File: src/rtl/piso_bit_serializer.sv
// -----------------------------------------------------------------------------
// piso_bit_serializer
//
// Parallel-in / serial-out stage feeding the serial input of the 1010 Moore
// sequence detector. Words of WIDTH bits arrive on a valid/ready handshake.
// They leave one bit per clock, and back-to-back words have no gap between
// them. The first and last bit of every word are flagged so that detector hits
// can be aligned to word boundaries.
//
// Parameters
//   WIDTH      word width in bits (>= 2)
//   MSB_FIRST  1: bit WIDTH-1 leaves first, 0: bit 0 leaves first
//   IDLE_BIT   level on ser_out while no word is being sent
//
// Ports
//   clk         rising-edge clock
//   rst         synchronous, active-high reset
//   load_valid  upstream presents a word on load_data
//   load_data   word to serialize, captured on an accepted transfer
//   load_ready  block accepts a word this cycle (combinational)
//   ser_out     serial bit (registered)
//   bit_valid   ser_out carries a data bit (registered)
//   first_bit   first bit of a word is on ser_out (registered)
//   last_bit    last bit of a word is on ser_out (registered)
// -----------------------------------------------------------------------------
module piso_bit_serializer #(
    parameter int WIDTH     = 8,
    parameter bit MSB_FIRST = 1'b1,
    parameter bit IDLE_BIT  = 1'b0
) (
    input  logic             clk,
    input  logic             rst,
    input  logic             load_valid,
    input  logic [WIDTH-1:0] load_data,
    output logic             load_ready,
    output logic             ser_out,
    output logic             bit_valid,
    output logic             first_bit,
    output logic             last_bit
);

    localparam int              CNT_W    = $clog2(WIDTH);
    localparam logic [CNT_W-1:0] CNT_LAST = CNT_W'(WIDTH - 1);
    localparam logic [CNT_W-1:0] CNT_ONE  = CNT_W'(1);

    typedef enum logic {
        ST_IDLE  = 1'b0,
        ST_SHIFT = 1'b1
    } state_t;

    state_t             state_q, state_d;
    logic [CNT_W-1:0]   cnt_q, cnt_d;
    logic [WIDTH-1:0]   shreg_q, shreg_d;
    logic [WIDTH-1:0]   shreg_adv;
    logic               ser_out_q, ser_out_d;
    logic               bit_valid_q, bit_valid_d;
    logic               first_bit_q, first_bit_d;
    logic               last_bit_q, last_bit_d;
    logic               last_cnt;
    logic               transfer;

    // Bit that is on the wire when a given register image is current.
    function automatic logic head_bit(input logic [WIDTH-1:0] v);
        return MSB_FIRST ? v[WIDTH-1] : v[0];
    endfunction

    // Advance the register by one bit position toward the output end. The
    // departing bit is wrapped into the vacated end instead of a constant; it
    // is never shown again before the word ends, and every register bit then
    // has a consumer.
    generate
        for (genvar gi = 0; gi < WIDTH; gi++) begin : g_adv
            if (MSB_FIRST) begin : g_msb
                assign shreg_adv[gi] = shreg_q[(gi + WIDTH - 1) % WIDTH];
            end else begin : g_lsb
                assign shreg_adv[gi] = shreg_q[(gi + 1) % WIDTH];
            end
        end
    endgenerate

    assign last_cnt = (cnt_q == CNT_LAST);

    // Ready is high in IDLE and during the last bit of a word. It depends only
    // on state and reset, never on load_valid.
    assign load_ready = !rst && ((state_q == ST_IDLE) || last_cnt);
    assign transfer   = load_valid && load_ready;

    always_comb begin
        state_d     = state_q;
        cnt_d       = cnt_q;
        shreg_d     = shreg_q;
        ser_out_d   = ser_out_q;
        bit_valid_d = bit_valid_q;
        first_bit_d = 1'b0;
        last_bit_d  = 1'b0;

        unique case (state_q)
            ST_IDLE: begin
                if (transfer) begin
                    state_d     = ST_SHIFT;
                    cnt_d       = '0;
                    shreg_d     = load_data;
                    ser_out_d   = head_bit(load_data);
                    bit_valid_d = 1'b1;
                    first_bit_d = 1'b1;
                end else begin
                    cnt_d       = '0;
                    ser_out_d   = IDLE_BIT;
                    bit_valid_d = 1'b0;
                end
            end

            ST_SHIFT: begin
                if (last_cnt) begin
                    if (transfer) begin
                        // Reload in the last-bit cycle: the new word's first
                        // bit follows directly, with no idle cycle.
                        state_d     = ST_SHIFT;
                        cnt_d       = '0;
                        shreg_d     = load_data;
                        ser_out_d   = head_bit(load_data);
                        bit_valid_d = 1'b1;
                        first_bit_d = 1'b1;
                    end else begin
                        state_d     = ST_IDLE;
                        cnt_d       = '0;
                        ser_out_d   = IDLE_BIT;
                        bit_valid_d = 1'b0;
                    end
                end else begin
                    cnt_d       = cnt_q + CNT_ONE;
                    shreg_d     = shreg_adv;
                    ser_out_d   = head_bit(shreg_adv);
                    bit_valid_d = 1'b1;
                    // The flag registers alongside the bit it marks.
                    last_bit_d  = ((cnt_q + CNT_ONE) == CNT_LAST);
                end
            end

            default: begin
                state_d     = ST_IDLE;
                cnt_d       = '0;
                ser_out_d   = IDLE_BIT;
                bit_valid_d = 1'b0;
            end
        endcase
    end

    // Reset takes priority over a same-cycle transfer. A word in flight is
    // dropped and its remaining bits are never emitted.
    always_ff @(posedge clk) begin
        if (rst) begin
            state_q     <= ST_IDLE;
            cnt_q       <= '0;
            shreg_q     <= '0;
            ser_out_q   <= IDLE_BIT;
            bit_valid_q <= 1'b0;
            first_bit_q <= 1'b0;
            last_bit_q  <= 1'b0;
        end else begin
            state_q     <= state_d;
            cnt_q       <= cnt_d;
            shreg_q     <= shreg_d;
            ser_out_q   <= ser_out_d;
            bit_valid_q <= bit_valid_d;
            first_bit_q <= first_bit_d;
            last_bit_q  <= last_bit_d;
        end
    end

    assign ser_out   = ser_out_q;
    assign bit_valid = bit_valid_q;
    assign first_bit = first_bit_q;
    assign last_bit  = last_bit_q;

endmodule
File: config.mk
export PLATFORM = sky130hd
export DESIGN_NAME = piso_bit_serializer
export DESIGN_NICKNAME = d
export VERILOG_FILES = /design/src/rtl/piso_bit_serializer.sv
export SDC_FILE = /design/constraint.sdc
export NUM_CORES = 1
export LEC_CHECK = 0
export ABC_AREA = 1
export BUFFER_PORTS_ARGS = -buffer_cell sky130_fd_sc_hd__buf_2
export CORE_MARGIN = 2
export CORE_UTILIZATION = 47
export CTS_BUF_LIST = sky130_fd_sc_hd__clkbuf_8
export CTS_CLUSTER_DIAMETER = 200
export CTS_CLUSTER_SIZE = 28
export DETAILED_ROUTE_END_ITERATION = 6
export PLACE_DENSITY = 0.75
export SKIP_LAST_GASP = 1
export SLEW_MARGIN = 20
export SYNTH_ARGS = -nofsm -noshare
export SYNTH_HDL_FRONTEND = slang
export SYNTH_SLANG_ARGS = --single-unit
export TNS_END_PERCENT = 5
File: constraint.sdc
create_clock -name clk -period 1.33 [get_ports clk]
set_input_delay 0.266 -clock clk [delete_from_list [all_inputs] [get_ports clk]]
set_output_delay 0.266 -clock clk [all_outputs]
set_load 0.05 [all_outputs]
==> flow_metrics.tcl <==
set metrics [dict create \
    chipHeight_um 40.6 \
    utilization_pct 68.8 \
    slew_headroom_pct 83.6 \
    synth_top_family_by_area "simple AND/OR/NAND/NOR gates" \
    pre_cts_ws_ps -62.1 \
    cts-buffers-inserted 3 \
    slowest_delay_ps 340 \
    synthesis.nets 89 \
    hpwl_um 854 \
    port_buffers 15 \
    grt_pass1_wl_mm 1.99 \
    syn_to_final_growth_pct 38.5 \
    hp-class "in -> reg" \
    synth_cells 75 \
    initial_core_util_pct 49.7 \
    diodes 0 \
    cp.buffers_inverters 3 \
    grt_max_degree 13 \
    violations "negative setup slack" \
    syn-cell-area_um2 631 \
    instances_no_fill 114 \
    num_vias 551 \
    insertion_delay_ps 240 \
    synthDominantCellAreaShare_pct 47.6 \
    wirelength_mm 1.26 \
    outcome "finished, violations left" \
    via_per_inst 4.83 \
    finalCriticalPeriod_ps 1530 \
    synth_common_cells "18 x nand2_1, 15 x dfxtp_1, 8 x nand4_1" \
    drcViolationCount 0 \
    yosys.area_share.adder_pct 5.95 \
    worst-path-stages 7 \
    muxShareOfSynthArea_pct 0 \
    clk_pin_slew_ps 60 \
    topRoutingLayerUsed "met4" \
    setup_slack_ps -196 \
    vdd_drop_max_v 0.000839 \
    fin_crit_sh_pct 115 \
    cts-root-buf "clkbuf_8" \
    coreArea_um2 1270 \
    ios 16 \
    met2WireLength_um 600 \
    crit_chain "ha_4 -> ha_4 -> inv_2 -> nand2_4 -> nand2_4 -> inv_8 -> buf_8" \
    rows 13 \
    ys_async_sr_fraction_pct 0 \
    synthTopCellsByArea "dfxtp_1 48%, nand2_1 11%, nand4_1 7.9%" \
    dr.pass1.iters 4 \
    ys_types 16 \
    crit_family "flip-flops" \
    setup.worst_path.end "load_ready" \
    leakagePower_uw 0.000411 \
    ys.flop_type "dfxtp_1" \
    synth_seq_cells 15 \
    drive_gt1_share_pct 39.4 \
    worstMarginPinSlew_ps 247 \
    worst_setup_path_end_kind "output port" \
    r2r_cells 9 \
    antenna_found_initial 0 \
    synth_compound_area_share_pct 7.34 \
    power.density_nw_per_um2 1150 \
    start_kind "flip-flop" \
    critPathMaxFanout 2 \
    r2r_slack_ps -140 \
    nets 114 \
    r2r_start "cnt_q[1]" \
    r2r-end "shreg_q[4]" \
    whs_path_depth 2 \
    gp_congestion 0.699 \
    crit_type "reg -> out" \
    power_uw 1000 \
    yosys_warnings 0 \
    crit_slowest_cell "dfxtp_2" \
    clockBufferDepth 2 \
    clock_skew_ps 1.04 \
    yosysMostFrequentCell "nand2_1" \
    grt_pass1_vias 470 \
    synth-edff-count 0 \
    dp_cells 108 \
    synthXorXnorAreaFrac_pct 0 \
    cts_tree "yes" \
    track_usage_pct 19.0 \
    die_area_um2 1650 \
    globalRouteOverflowTotal 0 \
    wl_met1_um 587 \
    finalSetupViolCount 14 \
    drtIter0Drc 3 \
    hold_viol_final 0 \
    maxCapViolCount 0 \
    clock_sinks 15 \
    routedWlPerCell_um 11.0 \
    synth_top_cell_by_area "dfxtp_1" \
    die_x_um 40.6 \
    cp.required_ps 1060 \
    ant_nets 0 \
    crit_arrival_ps 1260 \
    route.met3.wl_um 56 \
    fmax_mhz 656 \
    rsz0062_at_grt "yes" \
    cp-startpoint "cnt_q[1]" \
    htreeDepth 1 \
    synth_seq_area_share_pct 47.6 \
    synthSimpleGateAreaFrac_pct 30.2 \
    drv_slew 0 \
    synth_area_per_cell_um2 8.41 \
]
-- sequential cells by signal, indices dropped and copies added (netlist names) --
register,cells
cnt_q,3
ser_out,1
first_bit,1
last_bit,1
bit_valid,1
shreg_q,8
-- stage by stage --
stage | instance area (um2) | hold WS [ps] | setup TNS, ps
after global placement | 778 | 452 | -26.7
final | 873 | 249 | -1300
after detailed placement | 778 | 455 | -144
after CTS | 846 | 246 | -1700
after floorplan | 638 | 335 | 0
after global routing | 873 | 252 | -2190
-- worst min path at each step --
stage	from	to	slack [ps]
CTS	rst	bit_valid	250
floorplan	rst	bit_valid	340
global route	rst	bit_valid	250
finish	rst	bit_valid	250
detailed placement	shreg_q[2]	shreg_q[3]	460
global placement	shreg_q[5]	shreg_q[6]	450
-- worst register-to-register path, delay by kind of cell (launching register included) --
| kind | cells | cell delay, ps |
|---|---|---|
| simple gates | 2 | 200 |
| flops | 1 | 340 |
| fa+ha+maj | 2 | 310 |
| buf+inv | 4 | 430 |
| compound gates | 1 | 130 |
-- cells by family after synthesis --
| group | after synthesis |
|---|---|
| and+or+nand+nor | 38 |
| AOI/OAI and AO/OA | 7 |
| DFF | 15 |
| adders and majority gates | 3 |
| buffers and inverters | 12 |
-- layout by cell type (no fill, tap or decap) --
| cell type | n |
|---|---|
| o21ai_0 | 3 |
| a21oi_1 | 1 |
| inv_8 | 1 |
| nand3_1 | 4 |
| nand2_1 | 18 |
| inv_2 | 3 |
| buf_8 | 1 |
| o21ai_2 | 3 |
| inv_1 | 7 |
| nand2_4 | 2 |
| dfxtp_1 | 13 |
| nor2_1 | 5 |
| dfxtp_2 | 2 |
| buf_4 | 5 |
| buf_12 | 2 |
| clkbuf_8 | 3 |
| ha_4 | 2 |
| nor2_4 | 1 |
| ha_1 | 1 |
| buf_2 | 14 |
| nand4_1 | 8 |
-- cell type report --
class	count	area [um2]
clock buffer	3	41.3
clock inverter	1	3.75
fill	102	395
inverter	10	45.0
multi-input combinational	48	299
sequential	15	303
tap	15	18.8
timing repair buffer	22	163
-- where the power goes --
part	switching (uW)	internal [uW]
clock network	152	204
logic	93.2	68.6
registers	11.6	473
total	256	746
-- per-layer routing --
metal,vias to the layer above,GRT usage [%]
li1,292,-
met1,245,23.3
met2,12,29.0
met3,2,4.89
met4,0,12.5
met5,-,0
-- what timing repair did --
item | in CTS | in global routing
gates cloned | 0 | 0
pin swaps | 2 | 1
endpoints found under the setup margin | 8 | 15
hold buffers | 0 | 0
resized for setup | 6 | 2
buffers inserted | 1 | 1
No activity file was read; power rests on OpenSTA's default activity.
